$ cat config.mk
export PLATFORM = sky130hd
export DESIGN_NAME = fir_coef_ctrl
export DESIGN_NICKNAME = d
export VERILOG_FILES = /design/src/rtl/fir_pkg.sv /design/src/rtl/fir_coef_bank.sv /design/src/rtl/fir_coef_ctrl.sv
export SDC_FILE = /design/constraint.sdc
export NUM_CORES = 1
export LEC_CHECK = 0
export CAP_MARGIN = 20
export CORE_MARGIN = 4
export CORE_UTILIZATION = 45
export DETAILED_ROUTE_END_ITERATION = 8
export PLACE_DENSITY_LB_ADDON = 0.3
export SYNTH_ARGS = -nofsm -noshare
export SYNTH_HDL_FRONTEND = slang
export SYNTH_SLANG_ARGS = --single-unit
export TNS_END_PERCENT = 10
$ cat constraint.sdc
create_clock -name clk -period 1.6 [get_ports clk]
set_input_delay 0.32 -clock clk [delete_from_list [all_inputs] [get_ports clk]]
set_output_delay 0.32 -clock clk [all_outputs]
set_load 0.05 [all_outputs]
$ cat src/rtl/fir_pkg.sv
// Shared definitions for the FIR coefficient controller slice.
// Holds the controller state encoding, the tap MACC latency used to size
// the default output flush window, default tap geometry, and a helper that
// sizes the beat/flush counters.
package fir_pkg;

  typedef enum logic [2:0] {
    IDLE  = 3'd0,
    LOAD  = 3'd1,
    DRAIN = 3'd2,
    ARMED = 3'd3,
    SWAP  = 3'd4,
    FLUSH = 3'd5
  } fir_state_e;

  // Pipeline depth of one tap multiply-accumulate.
  localparam int MACC_LAT  = 3;
  localparam int DEF_NTAPS = 16;
  localparam int DEF_COEFW = 18;

  // Counter width able to hold max(ntaps, flush) inclusive.
  function automatic int cnt_width(input int ntaps, input int flush);
    int m;
    m = (ntaps > flush) ? ntaps : flush;
    return $clog2(m + 1);
  endfunction

endpackage

$ cat src/rtl/fir_coef_bank.sv
// Shadow/active coefficient register pair for the tap chain.
// The shadow bank is written one coefficient at a time; a swap strobe copies
// the whole shadow bank into the active bank in a single cycle.
// Ports:
//   clk, reset      clock, synchronous active-low reset (clears both banks)
//   wr_en/wr_addr   shadow write strobe and tap index
//   wr_data         coefficient to store
//   swap            copy shadow -> active on this edge
//   coef_out        active bank, tap k at [k*COEFW +: COEFW]
module fir_coef_bank #(
  parameter int NTAPS = 16,
  parameter int COEFW = 18,
  parameter int AW    = 7
) (
  input  logic                   clk,
  input  logic                   reset,
  input  logic                   wr_en,
  input  logic [AW-1:0]          wr_addr,
  input  logic [COEFW-1:0]       wr_data,
  input  logic                   swap,
  output logic [NTAPS*COEFW-1:0] coef_out
);

  for (genvar k = 0; k < NTAPS; k++) begin : g_tap
    logic [COEFW-1:0] shadow_q;
    logic [COEFW-1:0] active_q;

    always_ff @(posedge clk) begin
      if (!reset) begin
        shadow_q <= '0;
        active_q <= '0;
      end else begin
        if (wr_en && (wr_addr == AW'(k))) shadow_q <= wr_data;
        if (swap) active_q <= shadow_q;
      end
    end

    assign coef_out[k*COEFW +: COEFW] = active_q;
  end

endmodule

$ cat src/rtl/fir_coef_ctrl.sv
// Coefficient configuration controller for the systolic FIR tap chain.
// Loads a coefficient set from a valid/ready stream into a shadow bank,
// checks its length, and on commit swaps it into the active bank feeding all
// taps. The filter output is masked while products mixing old and new
// coefficients drain out of the MACC pipeline.
// Ports:
//   clk, reset                 clock, synchronous active-low reset
//   s_coef_data/valid/last     coefficient stream (beat 0 -> tap 0)
//   s_coef_ready               stream ready (registered)
//   commit                     activate the armed shadow set
//   coef_out                   active bank, tap k at [k*COEFW +: COEFW]
//   out_valid                  filter output trustworthy
//   swap_done                  one-cycle pulse when the flush completes
//   busy                       controller not idle
//   err_len                    sticky: last set had the wrong length
module fir_coef_ctrl
  import fir_pkg::*;
#(
  parameter int NTAPS     = DEF_NTAPS,
  parameter int COEFW     = DEF_COEFW,
  parameter int FLUSH_CYC = NTAPS + MACC_LAT
) (
  input  logic                   clk,
  input  logic                   reset,
  input  logic [COEFW-1:0]       s_coef_data,
  input  logic                   s_coef_valid,
  input  logic                   s_coef_last,
  output logic                   s_coef_ready,
  input  logic                   commit,
  output logic [NTAPS*COEFW-1:0] coef_out,
  output logic                   out_valid,
  output logic                   swap_done,
  output logic                   busy,
  output logic                   err_len
);

  localparam int              CNTW     = cnt_width(NTAPS, FLUSH_CYC);
  localparam logic [CNTW-1:0] LAST_IDX = CNTW'(NTAPS - 1);
  localparam logic [CNTW-1:0] FLUSH_LD = CNTW'(FLUSH_CYC - 1);

  fir_state_e      state, state_n;
  logic [CNTW-1:0] cnt;
  logic [CNTW-1:0] fcnt;
  logic            ready_q, out_valid_q, swap_done_q, busy_q, err_q;

  logic            accept;
  logic            wr_en;
  logic [CNTW-1:0] wr_addr;
  logic            set_err, clr_err;

  assign accept = s_coef_valid && ready_q;

  // Next-state and shadow write decode.
  always_comb begin
    state_n = state;
    wr_en   = 1'b0;
    wr_addr = cnt;
    set_err = 1'b0;
    clr_err = 1'b0;
    unique case (state)
      IDLE: begin
        if (accept) begin
          wr_en   = 1'b1;
          wr_addr = '0;
          clr_err = 1'b1;
          if (NTAPS == 1) begin
            // Single-tap set: the first beat is also the final slot.
            if (s_coef_last) begin
              state_n = ARMED;
            end else begin
              set_err = 1'b1;
              state_n = DRAIN;
            end
          end else if (s_coef_last) begin
            set_err = 1'b1;
          end else begin
            state_n = LOAD;
          end
        end
      end
      LOAD: begin
        if (accept) begin
          wr_en = 1'b1;
          if (s_coef_last) begin
            if (cnt == LAST_IDX) begin
              state_n = ARMED;
            end else begin
              set_err = 1'b1;
              state_n = IDLE;
            end
          end else if (cnt == LAST_IDX) begin
            // Bank full without last: swallow the rest of the set.
            set_err = 1'b1;
            state_n = DRAIN;
          end
        end
      end
      DRAIN: if (accept && s_coef_last) state_n = IDLE;
      ARMED: if (commit) state_n = SWAP;
      SWAP:  state_n = FLUSH;
      FLUSH: if (fcnt == '0) state_n = IDLE;
      default: state_n = IDLE;
    endcase
  end

  always_ff @(posedge clk) begin
    if (!reset) begin
      state       <= IDLE;
      cnt         <= '0;
      fcnt        <= '0;
      ready_q     <= 1'b0;
      out_valid_q <= 1'b0;
      swap_done_q <= 1'b0;
      busy_q      <= 1'b0;
      err_q       <= 1'b0;
    end else begin
      state       <= state_n;
      ready_q     <= (state_n == IDLE) || (state_n == LOAD) || (state_n == DRAIN);
      busy_q      <= (state_n != IDLE);
      swap_done_q <= 1'b0;

      // A length error on the same beat that clears the flag wins.
      if (set_err)      err_q <= 1'b1;
      else if (clr_err) err_q <= 1'b0;

      if (accept && (state == IDLE))      cnt <= CNTW'(1);
      else if (accept && (state == LOAD)) cnt <= cnt + CNTW'(1);

      unique case (state)
        // Masking starts the cycle after commit is seen, so the window is
        // exactly FLUSH_CYC+1 cycles even when out_valid was already high.
        ARMED: if (commit) out_valid_q <= 1'b0;
        SWAP: begin
          out_valid_q <= 1'b0;
          fcnt        <= FLUSH_LD;
        end
        FLUSH: begin
          if (fcnt == '0) begin
            out_valid_q <= 1'b1;
            swap_done_q <= 1'b1;
          end else begin
            fcnt <= fcnt - CNTW'(1);
          end
        end
        default: ;
      endcase
    end
  end

  fir_coef_bank #(
    .NTAPS (NTAPS),
    .COEFW (COEFW),
    .AW    (CNTW)
  ) u_bank (
    .clk      (clk),
    .reset    (reset),
    .wr_en    (wr_en),
    .wr_addr  (wr_addr),
    .wr_data  (s_coef_data),
    .swap     (state == SWAP),
    .coef_out (coef_out)
  );

  assign s_coef_ready = ready_q;
  assign out_valid    = out_valid_q;
  assign swap_done    = swap_done_q;
  assign busy         = busy_q;
  assign err_len      = err_q;

endmodule
* After elaboration in Yosys (flattened, before gate mapping)
Index checks and enable logic that the tools add are counted.
Storage, ports and cells: register bits after elaboration 594, logic and storage cells 138, output and inout port bits 293, input port bits 23
Operators by class: eq/ne operators 26, $add $sub $neg 2, reductions and logical operators 36, muxes and demuxes 32, bitwise gates (word level) 1
Operators by type and width (number):
- 5-bit by 4-bit == test with 1-bit output, second input constant | 9
- 3-bit two-way mux | 8
- 5-bit by 3-bit == test with 1-bit output, second input constant | 4
- 1-bit logical AND | 20
- 3-bit case mux with 6 select lines | 1
- 1-bit two-way mux | 16
- 5-bit two-way mux | 3
- 5-bit by 2-bit == test with 1-bit output, second input constant | 2
- 5-bit zero test | 2
- 5-bit case mux with 2 select lines | 1
- 3-bit by 2-bit == test with 1-bit output, second input constant | 3
- 3-bit by 1-bit == test with 1-bit output, second input constant | 2
- 3-bit == test, second input constant | 2
- 3-bit zero test | 2
- 2-bit != test, second input constant | 3
- 2-bit nonzero test | 3
- 3-bit nonzero test | 2
- 5-bit by 1-bit adder with 5-bit output, second input constant | 1
- 5-bit by 1-bit == test with 1-bit output, second input constant | 1
- 5-bit by 1-bit subtractor with 5-bit output, second input constant | 1
- 2-bit AND reduction | 2
- 2-bit OR reduction | 2
- 1-bit case mux with 3 select lines | 1
- 3-bit AND reduction | 1
- other kinds (4) | 5

* Logic depth before layout (Yosys ltp)
Gate-level depths: netlist of run 1.
depth after elaboration 8, mapped depth 8, gate-level depth less buffers 7

* Hierarchy
From an unflattened synthesis of run 1, not the netlist that was laid out.
Second synthesis, totals: cells, all modules 2029, area total of the unflattened synthesis 22118.7 µm²
By module, submodules not included:
- fir_coef_bank | area an instance 21145.3 µm², seq. area each 11531.1 µm², times used 1, cells an instance 1912
- fir_coef_ctrl | area an instance 973.4 µm², seq. area each 360.3 µm², times used 1, cells an instance 117

* Least setup slack after synthesis of run 1
Ideal clock, no wire load.
path type flip-flop to flip-flop, start point reg ready_q, in the netlist s_coef_ready, end point reg u_bank.g_tap[9].shadow_q[15], stages on the path, launching flop included 8, library setup time 126 ps, data arrival time 1791 ps, slack -318 ps, period minus slack after synthesis 1918 ps, path through dfxtp_1 nor4bb_1 buf_4 buf_12 nand4_4 buf_2 nand3_1 o21ai_1
Between the ends: cells in the longest elaborated chain, start to end 5, elaborated cells between the ends (all ways) 7, those cells by class eq/ne (1); mux (4); reduce/logical (2)
RTL lines:
- start, declared | line fir_coef_ctrl.sv:44 | logic ready_q, out_valid_q, swap_done_q, busy_q, err_q;
- start signal, assigned | line fir_coef_ctrl.sv:118 | ready_q <= (state_n == IDLE) || (state_n == LOAD) || (state_n == DRAIN);
- 1-bit logical AND (*) | line fir_coef_ctrl.sv:51 | assign accept = s_coef_valid && ready_q;
- 5-bit two-way mux | line fir_coef_ctrl.sv:62 | if (accept) begin
- 5-bit two-way mux | line fir_coef_ctrl.sv:60 | unique case (state)
- 5-bit by 4-bit == test with 1-bit output | line fir_coef_bank.sv:33 | if (wr_en && (wr_addr == AW'(k))) shadow_q <= wr_data;
- 1-bit logical AND (*) | line fir_coef_bank.sv:33
- end signal, assigned | line fir_coef_bank.sv:33
- end, declared | line fir_coef_bank.sv:25 | logic [COEFW-1:0] shadow_q;
Mark *: on every way between the ends. The rest lies on a longest branch, timed or not. A chain may end at the register's enable or synchronous reset.

* Final worst setup path of run 1
start point reg cnt[0], end point reg busy_q, in the netlist busy
Between the ends: cells in the longest elaborated chain, start to end 6, elaborated cells between the ends (all ways) 7, those cells by class eq/ne (1); mux (5); reduce/logical (1)
RTL lines:
- start, declared | line fir_coef_ctrl.sv:42 | logic [CNTW-1:0] cnt;
- start signal, assigned | line fir_coef_ctrl.sv:127 | else if (accept && (state == LOAD)) cnt <= cnt + CNTW'(1);
- 5-bit by 4-bit == test with 1-bit output (*) | line fir_coef_ctrl.sv:85, fir_coef_ctrl.sv:91
- 3-bit two-way mux or 2-bit two-way mux (tied branches) | line fir_coef_ctrl.sv:91, fir_coef_ctrl.sv:85
- 3-bit two-way mux (*) | line fir_coef_ctrl.sv:84 | if (s_coef_last) begin
- 3-bit two-way mux (*) | line fir_coef_ctrl.sv:82 | if (accept) begin
- 3-bit case mux with 6 select lines (*) | line fir_coef_ctrl.sv:60
- 3-bit nonzero test (*) | line fir_coef_ctrl.sv:119 | busy_q <= (state_n != IDLE);
- end signal, assigned | line fir_coef_ctrl.sv:119
- end, declared | line fir_coef_ctrl.sv:44
Marks and branches as above.

==> summary.md, run 1 <==
| Metric | Value |
|---|---|
| Reg-to-reg startpoint | `cnt[0]` |
| CTS tree | `yes` |
| Initial antenna violation count | `1` |
| Syn. warnings | `0` |
| Met2 global-route usage | `between 30% and 40%` |
| Final Slew Violations | `0` |
| Worst hold slack | `around 0.15 ns` |
| Clk buf depth | `3` |
| Worst setup endpoint | `busy` |
| Io pins | `316` |
| Setup violations, final | `24` |
| Failing checks | `negative setup slack` |
| Initial Util | `between 40% and 50%` |
| FP Rows | `79` |
| EDFF count, synth | `0` |
| Via/cell ratio | `around 5.3` |
| Placed Instances | `approximately 3.2k` |
| Top-count cell post-synth | `nand2_1` |
| Critical Path Fanout Max | `2` |
| Hold buffer count at cts | `0` |
| Async SR Flop Fraction | `0%` |
| Synth cell count leaders | `618 x nand2_1, 594 x dfxtp_1, 275 x nand3_1` |
| CTS root buf | `clkbuf_16` |
| Crit path from | `cnt[0]` |
| Detailed Place HPWL | `slightly above 40000 µm` |
| Critical path class | `register to register` |
| Final Hold Vio Count | `0` |
| Per-cell routed wire length | `18.8 µm` |
| Placement Cell Area | `~25000 µm²` |
| Period minus WS final | `1.69 ns` |
| Slew headroom | `between 70% and 80%` |
| Static Leakage | `~0.011 µW` |
| First-pass GRT wire length | `95600 µm` |
| H-tree depth | `2` |
| Clock transition at path regs | `0.06 ns` |
| Die Area | `50600 µm²` |
| Global placer's final weighted congestion | `between 0.8 and 0.9` |
| CP endpoint kind | `register` |
| Width of the die | `around 220 µm` |
| RR Endpoint | `busy` |
| Vias in the first global route | `roughly 17k` |
| Residual DRC count | `0` |
| Final worst slack | `-0.0918 ns` |
| Mapped cell area | `21200 µm²` |
| Core area | `around 47000 µm²` |
| Skew-Pair Late Insertion Delay | `~0.60 ns` |
| Area Overhead vs Synth | `31.2%` |
| Detailed Route WL | `about 63000 µm` |
| Final period util | `106%` |
| Layout cells sized above 1 | `a little over a fifth` |
| Most used DFF post-synth | `dfxtp_1` |
| Non-filler instance count after layout | `about 3.4k` |
| R2R Setup Slk | `-0.09 ns` |
| Area leader, netlist | `dfxtp_1` |
| PortBufs | `315` |
| WP data arrival | `2.18 ns` |
| Post-synth top area share | `a little under three fifths` |
| Seq/Total Area, Yosys | `about 56%` |
| Max_cap viols | `0` |
| Drt pass-1 iters | `5` |
| Via Count | `17.8k` |
| Final Cell Area | `between 20000 and 30000 µm²` |
| Total CTS buffers | `58` |
| All-Layer GR Usage | `23.8%` |
| Syn_nets | `between 2k and 2.5k` |
| Post-route ant nets | `0` |
| RSZ-0062 raised after global routing | `yes` |
| Mapped Cells | `between 2k and 2.5k` |
| Max Clk Rate | `between 500 and 600 MHz` |
| Worst r2r path cells | `7` |
| Die Y | `225 µm` |
| Worst hold-check path type | `input port to register` |
| 1st-iter DRT viols | `between 1k and 1.5k` |
| Pre-CTS setup slack | `-0.562 ns` |
| Gr busiest metal | `met2` |
| Number of fillers in the final layout | `3883` |
| Worst path required time | `2.08 ns` |
| Congestion Overflow GR | `0` |
| Nets | `about 2.7k` |
| Hold path startpoint | `reset` |
| Synth area leaders | `dfxtp_1 56%, nand2_1 11%, nand3_1 6.5%, a21boi_1 5.8%, a21boi_0 4.6%` |
| Number of synthesized register bits | `594` |
| Largest net degree at the start of global routing | `75` |
| Clock Skew | `about 0.013 ns` |
| CTS Sinks | `a little under 600` |
| Pwr dens | `approximately 1100 nW/µm²` |
| Peak VDD IR | `approximately 0.74 mV` |
| Setup Total Neg Slack | `-0.826 ns` |
| Status | `finished with violations` |
| Critical path launch point type | `register` |
| M1 GR Usage | `~32%` |
| Library cells used by synthesis | `49` |
| Mean Syn Cell Area | `approximately 8.9 µm²` |
| Met3 Use GR | `4.35%` |
| Worst slew pin tran | `~0.4 ns` |
[report_power, final]
group          leakage (µW)  switching [µW]  internal (µW)
logic               0.00483             666            446
clock network       0.00100            5760           8470
registers           0.00479            23.5          14800
total                0.0106            6450          23700
[worst max-delay path, cell delays in order (launching register included)]
cell      delay (ns)
dfxtp_4         0.35
ha_4            0.15
and3_4          0.19
ha_4            0.15
nand2b_4        0.14
o22ai_2         0.11
o22ai_2         0.10
o41a_1          0.38
[placed cells by master (no fill, tap or decap), drive strengths merged, types with 3 or more instances in the layout]
master / n
a21boi: 293
nor2b: 9
o22ai: 3
dfxtp: 594
nand2: 619
buf: 447
o21ai: 281
mux2i: 19
clkinvlp: 3
nand2b: 4
nand4: 16
ha: 5
nand3: 275
inv: 7
bufinv: 4
a21oi: 5
clkbuf: 95
nor2: 4
and2: 7
clkdlybuf4s50: 21
clkinv: 9
[final cells by class]
class	instances	area (µm²)	share of cell area, %
clock inverter	18	208	0.748
inverter	5	18.8	0.0676
clock buffer	90	1820	6.57
antenna	1	2.50	0.00901
timing repair buffer	473	4630	16.7
multi-input combinational	1566	8420	30.3
sequential	594	11900	42.9
tap	607	759	2.74
[kinds of logic after synthesis]
kind of cell,count (synthesis),synth area share [%]
DFF,594,56.2
adders and majority gates,5,0.296
and+or+nand+nor,949,20.2
buffers and inverters,215,4.70
muxes,19,0.898
AOI/OAI and AO/OA,593,17.7
[worst min-delay path by stage]
stage,end,slack [ns],depth (start not counted)
floorplan,u_bank.g_tap[10].active_q[0],0.43,2
global placement,u_bank.g_tap[3].active_q[3],0.43,2
detailed placement,u_bank.g_tap[12].active_q[16],0.44,2
CTS,u_bank.g_tap[8].active_q[7],0.12,2
global route,u_bank.g_tap[8].active_q[2],0.14,2
finish,u_bank.g_tap[8].active_q[2],0.15,2
[sequential cells by signal, summed over array words and instances (netlist names)]
| register | flops |
|---|---|
| u_bank.g_tap.active_q | 288 |
| err_len | 1 |
| u_bank.g_tap.shadow_q | 288 |
| busy | 1 |
| fcnt | 5 |
| cnt | 5 |
| s_coef_ready | 1 |
| swap_done | 1 |
| out_valid | 1 |
| state | 3 |
[metrics by stage]
step                      util, %  total power, µW
after detailed placement     54.4            16200
after CTS                    59.1            30400
after global placement       54.4            16200
after floorplan                 -            15700
final                        59.6            30200
after global routing         59.6            31100
[routing by layer]
layer,wire (µm),up-vias
li1,-,8691
met1,27600,8541
met2,29900,508
met3,4180,90
met4,1400,0
met5,0,-
[timing repair]
| item | CTS | global route |
|---|---|---|
| pin swaps | 6 | 5 |
| cloned | 0 | 5 |
| hold endpoints to repair | 0 | 0 |
| gates resized for setup | 11 | 18 |
| buffers inserted | 8 | 5 |
| endpoints found under the setup margin | 126 | 578 |
Power figures use the tool's default switching activity.
==> inputs of run 2 (changes only) <==
--- a/config.mk
+++ b/config.mk
@@ -12,5 +12,6 @@
 export PLACE_DENSITY_LB_ADDON = 0.3
 export SYNTH_ARGS = -nofsm -noshare
 export SYNTH_HDL_FRONTEND = slang
+export SYNTH_HIERARCHICAL = 1
 export SYNTH_SLANG_ARGS = --single-unit
 export TNS_END_PERCENT = 10
==> run 2 against run 1 <==
Net effect: the run still ends with negative setup slack left; utilization is 0.89 points higher; cell count is 7.6% lower; clock-buffer cell count fell by 8; fmax shrank 15%; clock power grew 8%; first-iteration DRC count decreased by 30%; register-to-register slack lost 0.30 ns; flip-flop and latch count is the same; sequential share of layout area down 2.0 points; power grew 3.5%; area after synthesis grew 4.5%; clock skew rose by 0.0024 ns; critical path type unchanged; largest cell class unchanged; largest power group is now clock.
==> summary.md, run 2 <==
| Metric | Value |
|---|---|
| CTS root buf | `clkbuf_16` |
| 1st-iter DRT viols | `a little over 900` |
| Final worst slack | `-0.394 ns` |
| Peak VDD IR | `slightly below 1 mV` |
| Core area | `approximately 48000 µm²` |
| Clock transition at path regs | `0.07 ns` |
| Synth cell count leaders | `594 x dfxtp_1, 576 x mux2i_1, 313 x nand2_1` |
| Pwr dens | `1070 nW/µm²` |
| Hold buffer count at cts | `0` |
| Clk buf depth | `3` |
| Global placer's final weighted congestion | `between 0.7 and 0.8` |
| Area leader, netlist | `dfxtp_1` |
| Max_cap viols | `0` |
| Hold endpoint | `u_bank/g_tap[15].active_q[2]` |
| Nets | `roughly 2.4k` |
| CP endpoint kind | `register` |
| All-Layer GR Usage | `22.5%` |
| Clock Skew | `about 0.015 ns` |
| Initial Util | `a little under half` |
| Initial antenna violation count | `1` |
| Final period util | `125%` |
| Mapped cell area | `approximately 22000 µm²` |
| Setup violations, final | `~370` |
| CTS tree | `yes` |
| Total CTS buffers | `59` |
| Worst path required time | `2.14 ns` |
| Width of the die | `230 µm` |
| EDFF count, synth | `0` |
| Met3 Use GR | `around 4.0%` |
| Area Overhead vs Synth | `31.7%` |
| FP Rows | `80` |
| Residual DRC count | `0` |
| Reg-to-reg startpoint | `state[1]` |
| H-tree depth | `2` |
| Detailed Place HPWL | `around 40000 µm` |
| Via/cell ratio | `just over 5` |
| Top-count cell post-synth | `dfxtp_1` |
| Hold path cells | `2` |
| Synth area leaders | `dfxtp_1 54%, mux2i_1 26%, nor2b_1 8.4%, nand2_1 5.3%, clkbuf_1 1.5%` |
| Per-cell routed wire length | `just over 20 µm` |
| Worst slew pin tran | `about 0.42 ns` |
| Skew-Pair Late Insertion Delay | `0.61 ns` |
| Final Util | `between 60% and 70%` |
| Status | `finished with violations` |
| Gr busiest metal | `met2` |
| Post-synth top area share | `between 50% and 60%` |
| Mean Syn Cell Area | `10.9 µm²` |
| First-pass GRT wire length | `between 90000 and 100000 µm` |
| Via Count | `15.7k` |
| Worst hold slack | `between 0.05 and 0.06 ns` |
| Congestion Overflow GR | `0` |
| Worst r2r path cells | `8` |
| Largest net degree at the start of global routing | `between 100 and 150` |
| Commonest non-fill, non-tap cell in the layout | `dfxtp_1` |
| Most used DFF post-synth | `dfxtp_1` |
| Number of fillers in the final layout | `3870` |
| Drt pass-1 iters | `5` |
| R2R Setup Slk | `-0.39 ns` |
| Post-route ant nets | `0` |
| Total power | `about 31000 µW` |
| Critical path class | `register to register` |
| RR Endpoint | `u_bank/g_tap[3].shadow_q[8]` |
| Final Hold Vio Count | `0` |
| Top Registers | `u_bank/g_tap.active_q (288), u_bank/g_tap.shadow_q (288)` |
| Syn_nets | `2056` |
| WP data arrival | `about 2.5 ns` |
| Syn. warnings | `6` |
| Period minus WS final | `1.99 ns` |
| Final Slew Violations | `0` |
| RSZ-0062 raised after global routing | `yes` |
| CTS Sinks | `around 600` |
| Ant. Diodes | `0` |
| Static Leakage | `~0.012 µW` |
| PortBufs | `approximately 320` |
| Hold path startpoint | `reset` |
| Detailed Route WL | `roughly 64000 µm` |
| Met2 global-route usage | `a little under two fifths` |
| Mapped Cells | `slightly above 2k` |
| Library cells used by synthesis | `47` |
| Max Clk Rate | `~500 MHz` |
| Slew headroom | `a little under three quarters` |
| M1 GR Usage | `a little under a third` |
| Critical Path Fanout Max | `17` |
| Critical path launch point type | `register` |
| Failing checks | `negative setup slack` |
| Seq/Total Area, Yosys | `a little over half` |
| Async SR Flop Fraction | `0%` |
| Die Y | `around 230 µm` |
| Io pins | `roughly 320` |
| Worst hold-check path type | `input port to register` |
| Layout cells sized above 1 | `a little under a quarter` |
| Vias in the first global route | `15.5k` |
| Number of synthesized register bits | `594` |
| Die Area | `between 50000 and 60000 µm²` |
| Most frequent cells in the layout | `590 x dfxtp_1, 572 x mux2i_1, 324 x buf_4` |
==> run 2: cell types whose count changed after synthesis, moves of 9 or more <==
cell / before / now
a21boi_0: 130 / 0
a21boi_1: 163 / 0
a21oi_1: 5 / 14
buf_1: 20 / 6
buf_2: 89 / 32
buf_4: 3 / 18
mux2i_1: 19 / 576
nand2_1: 618 / 313
nand3_1: 275 / 3
nand4_4: 12 / 0
nor2b_1: 9 / 297
o21ai_0: 96 / 6
o21ai_1: 184 / 0
==> run 2: timing repair <==
action | CTS | global route
pin swaps | 3 | 10
hold endpoints to repair | 0 | 0
cloned | 3 | 12
setup endpoints to repair | 530 | 590
resized for setup | 40 | 34
buffers inserted | 2 | 8
==> run 2: kinds of logic (layout without fill, tap and decap cells) <==
kind of cell | Yosys count | after routing | synth area share (%)
buf+inv | 156 | 565 | 3.39
fa+ha+maj | 4 | 4 | 0.226
simple gates | 665 | 670 | 15.6
mux | 576 | 576 | 26.1
compound gates | 34 | 34 | 0.933
flops | 594 | 594 | 53.8
==> run 2: metrics by stage <==
stage / setup WS [ns] / TNS [ns] / std cells / instance area [µm²]
floorplan: -0.588 / -155.94 / 2029 / 22200
global placement: -0.864 / -232.65 / 2964 / 26200
detailed placement: -0.891 / -243.54 / 2964 / 26200
CTS: -0.368 / -92.55 / 3079 / 28700
global route: -0.488 / -134.77 / 3099 / 29100
finish: -0.394 / -89.38 / 3099 / 29100
==> run 2: how the worst max path moves through the flow <==
stage / slack [ns] / to / depth (start not counted) / start
after global placement: -0.86 / u_bank/g_tap[8].shadow_q[13] / 9 / s_coef_valid
after detailed placement: -0.89 / u_bank/g_tap[8].shadow_q[13] / 9 / s_coef_valid
after CTS: -0.37 / u_bank/g_tap[14].shadow_q[12] / 9 / state[1]
after global routing: -0.49 / u_bank/g_tap[4].shadow_q[10] / 8 / state[1]
after floorplan: -0.59 / u_bank/g_tap[3].shadow_q[7] / 9 / s_coef_ready
final: -0.39 / u_bank/g_tap[3].shadow_q[8] / 8 / state[1]
==> run 2: layout make-up <==
type                       count  area, µm²  area share, %
clock inverter                28        450           1.55
sequential                   594      11900           40.8
clock buffer                  82       1750           5.99
multi-input combinational   1284       9750           33.5
timing repair buffer         446       4430           15.2
tap                          656        821           2.82
inverter                       9       36.3          0.125
==> run 2: power breakdown <==
group	internal [µW]	leakage [µW]	switching [µW]
logic	415	0.00591	651
clock network	9400	0.00107	5920
registers	14800	0.00479	24.6
==> run 2: critical path: stages (launching register included) <==
cell and delay (ns):
dfxtp_2 0.32, nand4bb_4 0.23, nor2_4 0.22, nor2_4 0.06, buf_4 0.14, nor4b_4 0.26, and3_4 0.27, buf_12 0.19
mux2i_1 0.22
==> run 2: routing by layer <==
| layer | routed length, µm | vias up |
|---|---|---|
| li1 | - | 7503 |
| met1 | 28600 | 7706 |
| met2 | 30700 | 360 |
| met3 | 2920 | 91 |
| met4 | 1400 | 0 |
| met5 | 0 | - |
==> RTL edit 1: new RTL, flow settings as in run 1 <==
`DEF_COEFW`: 18 -> 9.
--- a/src/rtl/fir_pkg.sv
+++ b/src/rtl/fir_pkg.sv
@@ -16,7 +16,7 @@
   // Pipeline depth of one tap multiply-accumulate.
   localparam int MACC_LAT  = 3;
   localparam int DEF_NTAPS = 16;
-  localparam int DEF_COEFW = 18;
+  localparam int DEF_COEFW = 9;
 
   // Counter width able to hold max(ntaps, flush) inclusive.
   function automatic int cnt_width(input int ntaps, input int flush);
Ports: changed (resized coef_out and s_coef_data); port bits go from 316 to 163. The function was not compared with the original's and may differ.
==> RTL edit 1 against run 1 <==
The flow still finishes with violations (setup timing); area after synthesis fell by 47%; utilization grew 2.8 points; synthesized cell count down 47%; combinational power is 53% lower; routed wire length is 51% lower; critical path depth is the same; total power is 48% lower; sequential cell count is 288 lower; setup slack got worse by 42 ps; first-iteration DRC count fell by 55%; cell area down 45%.
==> RTL edit 1: results (changes against run 1) <==
| Metric | Value |
|---|---|
| Outcome | `finished with violations` |
| Failing checks | `setup timing` |
| Vias per inst | `5.22 (-1.7%)` |
| First-pass GRT wire length | `48300 um (-49%)` |
| Worst Path Arrival | `2160 ps (-20 ps)` |
| Worst Skew | `10.8 ps (-2.24 ps)` |
| Post-CTS Resized | `31 (+20)` |
| Layout cells sized above 1 | `23.9% (+2.1 points)` |
| Met2 GRT Util | `35.8% (-3.7 points)` |
| Seq. cell area | `6140 um2 (-48%)` |
| Final setup fails | `63 (+160%)` |
| Num CTS Buffers | `30 (-48%)` |
| GR Util met1 | `29.8% (-2.4 points)` |
| Sequential power | `0.00765 W (-48%)` |
| Syn_area_per_cell | `8.88 um2 (-0.42%)` |
| NumNets Final | `1477 (-46%)` |
| CP max stage cell | `dfxtp_4` |
| Placed instance area | `13800 um2 (-45%)` |
| Hpwl dp | `20700 um (-49%)` |
| Largest net degree at the start of global routing | `76 (+1.3%)` |
| WHS Endpoint | `u_bank.g_tap[13].shadow_q[8]` |
| Synth Net Count | `1277 (-47%)` |
| Switching power | `0.00327 W (-49%)` |
| Post-synth top cells | `nand2_1 (386), dfxtp_1 (306), a21oi_1 (160), mux2i_1 (136), nor2_1 (68)` |
| Leak Pwr | `5.99 nW (-44%)` |
| Power Internal | `0.0123 W (-48%)` |
| Routed WL | `30900 um (-51%)` |
| Final worst slack | `-133 ps (-41.6 ps)` |
| CP peak stage delay | `350 ps (-30 ps)` |
| Yosys cell types | `50 (+2.0%)` |
==> RTL edit 1: cell type report <==
class / count / share of cell area, %
multi-input cells: 844 / 31.6
well taps: 324 / 2.66
flip-flops and latches: 306 / 40.3
clock inverters: 6 / 0.567
repair buffers: 268 / 18.1
inverters: 8 / 0.230
clock buffers: 50 / 6.43
==> RTL edit 1: cell families (layout without fill, tap and decap cells) <==
group / Yosys count / after routing / synth area share, %
compound gates: 188 / 188 / 8.88
mux: 137 / 137 / 12.3
flops: 306 / 306 / 54.9
xor+xnor: 3 / 3 / 0.235
buf+inv: 108 / 332 / 4.26
simple gates: 511 / 511 / 18.9
fa+ha+maj: 5 / 5 / 0.560
==> RTL edit 1: layer usage <==
layer | routed length, um | part of all wire, %
met1 | 13700 | 44
met3 | 1950 | 6.3
met4 | 619 | 2.0
met2 | 14600 | 47
met5 | 0 | 0
==> RTL edit 2: new RTL, flow settings as in run 1 <==
Without the edit above. Put one more register stage on the output `err_len`, without a reset. The value now appears one clock later. The other outputs are not delayed to match.
--- a/src/rtl/fir_coef_ctrl.sv
+++ b/src/rtl/fir_coef_ctrl.sv
@@ -165,6 +165,8 @@
   assign out_valid    = out_valid_q;
   assign swap_done    = swap_done_q;
   assign busy         = busy_q;
-  assign err_len      = err_q;
+  always_ff @(posedge clk) begin
+    err_len <= err_q;
+  end
 
 endmodule
Function: changed (Yosys sat finds a counterexample within 4 cycles, from zero or initial values and one cycle with reset low).
==> RTL edit 2 against run 1 <==
The flow still finishes with violations (setup timing); setup slack lost 56 ps; routed wire length shrank 0.66%; total power is 0.42% higher; cell area fell by 0.50%; non-clock buffer count shrank 14; sequential cell count is 1 higher; first-iteration DRC count increased by 7.6%; area after synthesis is essentially flat; final cell count fell by 0.24%; clock skew increased by 6.9 ps; critical endpoint unchanged; largest cell class unchanged; highest routed layer unchanged.
==> RTL edit 2: results (changes against run 1) <==
| Metric | Value |
|---|---|
| GRT Overall Usage | `23.4% (-0.36 points)` |
| Largest regs | `u_bank.g_tap.active_q x288, u_bank.g_tap.shadow_q x288` |
| Leak Pwr | `10.5 nW (-0.90%)` |
| Final worst slack | `-148 ps (-56.5 ps)` |
| Hpwl dp | `40600 um (+0.22%)` |
| First-pass GRT wire length | `94600 um (-1.1%)` |
| Outcome | `finished with violations` |
| Hold depth | `2 (unchanged)` |
| WHS Endpoint | `u_bank.g_tap[14].active_q[17]` |
| Asr flop ratio synth | `0% (unchanged)` |
| Yosys cell types | `49 (unchanged)` |
| CP Max Fanout | `2 (unchanged)` |
| Number of global-route vias before repair | `16.7k (-0.77%)` |
| Worst vdd ir | `0.785 mV (+6.6%)` |
| Num CTS Buffers | `59 (+1.7%)` |
| Wirelength per Cell | `18.7 um (-0.43%)` |
| Clock Path Buffers | `3 (unchanged)` |
| Yosys warns | `0 (unchanged)` |
| Top cells by area, synth | `dfxtp_1 (56%), nand2_1 (11%), nand3_1 (6.5%), a21boi_1 (5.8%), a21boi_0 (4.6%)` |
| Worst r2r src | `cnt[0]` |
| Least-Margin Pin Slew | `428 ps (+25.7 ps)` |
| Buffers added on ports | `315 (unchanged)` |
| Root Buffer | `clkbuf_16` |
| Htree depth | `2 (unchanged)` |
| TritonRoute pass-1 iters | `5 (unchanged)` |
| Clk_lat worst skew | `620 ps (+20 ps)` |
| GP Congestion | `0.823 (-1.3%)` |
| Worst Path Arrival | `2220 ps (+40 ps)` |
| Layout cells sized above 1 | `21.4% (-0.34 points)` |
| Place WS | `-617 ps (-55.3 ps)` |
| Worst Reg-to-Reg Cells | `7 (unchanged)` |
| Final setup fails | `245 (+920%)` |
| First DRT Iteration DRCs | `1396 (+7.6%)` |
| RR Endpoint | `busy` |
| Post-synth top cells | `nand2_1 (618), dfxtp_1 (595), nand3_1 (275), o21ai_1 (184), a21boi_1 (163)` |
| Initial antenna violation count | `4 (+3)` |
| Failing checks | `setup timing` |
| Synth Net Count | `2404 (+0.042%)` |
| NumNets Final | `2717 (-0.33%)` |
| Worst Skew | `20.0 ps (+6.91 ps)` |
| Largest net degree at the start of global routing | `85 (+13%)` |
| HP Start | `reset` |
| CTS clk-pin slew, worst paths | `60 ps (about the same)` |
| Worst min path class | `input port to register` |
| Vias per inst | `5.33 (+0.28%)` |
| Seq/Total Area, Yosys | `56.2% (about the same)` |
==> RTL edit 2: worst max-delay path by stage <==
stage,startpoint,to,slack [ps],cells after the start
CTS,cnt[0],busy,-150,7
floorplan,cnt[0],busy,-60,7
detailed placement,s_coef_valid,u_bank.g_tap[4].shadow_q[16],-620,7
finish,cnt[0],busy,-150,7
global placement,s_coef_valid,u_bank.g_tap[4].shadow_q[6],-590,7
global route,state[2],u_bank.g_tap[6].shadow_q[12],-220,7
==> RTL edit 2: repair_timing <==
action                     CTS  global route
setup buffers                2             3
setup endpoints to repair  269           591
pin swaps                    8             5
cloned                       3             4
gates resized for setup     19            21
==> RTL edit 2: where the power goes <==
part	total, W	switching [W]	leakage, nW	internal [W]
logic	0.00109	0.000666	4.72	0.000420
clock network	0.0144	0.00586	1.00	0.00850
registers	0.0149	0.0000243	4.80	0.0148
==> RTL edit 2: stage by stage <==
step / area (um2) / TNS [ps] / std cells / total power, W / hold slack (ps)
after floorplan: 21200 / -146 / 2376 / 0.0157 / 346
after global placement: 25200 / -152620 / 3223 / 0.0162 / 360
after detailed placement: 25200 / -161330 / 3223 / 0.0162 / 363
after CTS: 27400 / -19690 / 3338 / 0.0305 / 26.5
after global routing: 27600 / -47580 / 3345 / 0.0312 / 48.4
final: 27600 / -7880 / 3346 / 0.0303 / 57.4
==> RTL edit 2: kinds of logic (layout without fill, tap and decap cells) <==
group / Yosys count / count (layout) / share of synthesized area, %
compound gates: 593 / 593 / 17.7
flops: 595 / 595 / 56.2
other cells: 0 / 1 / 0
mux: 19 / 19 / 0.898
buf+inv: 215 / 574 / 4.69
simple gates: 949 / 952 / 20.2
fa+ha+maj: 5 / 5 / 0.295
==> RTL edit 2: worst max-delay path, cell delays in order, from the launching register on <==
cell	delay, ps
dfxtp_4	350
ha_4	150
and3_4	200
ha_4	160
nand2b_4	150
o22ai_4	110
o22ai_2	100
o41a_1	390
==> RTL edit 2: per-layer routing <==
layer	global-route usage [%]	part of all wire, %	vias to the layer above
met5	0	0	-
met4	7.00	2.4	0
met3	3.30	6.5	87
met2	38.7	48	604
met1	32.1	44	8479
li1	-	-	8667
==> RTL edit 2: layout make-up <==
cell class / count / area (um2)
Antenna cell: 1 / 2.50
Clock buffer: 83 / 1730
Clock inverter: 27 / 320
Fill cell: 3951 / 18900
Inverter: 5 / 18.8
Multi-Input combinational cell: 1569 / 8500
Sequential cell: 595 / 11900
Tap cell: 607 / 759
Timing Repair Buffer: 459 / 4370
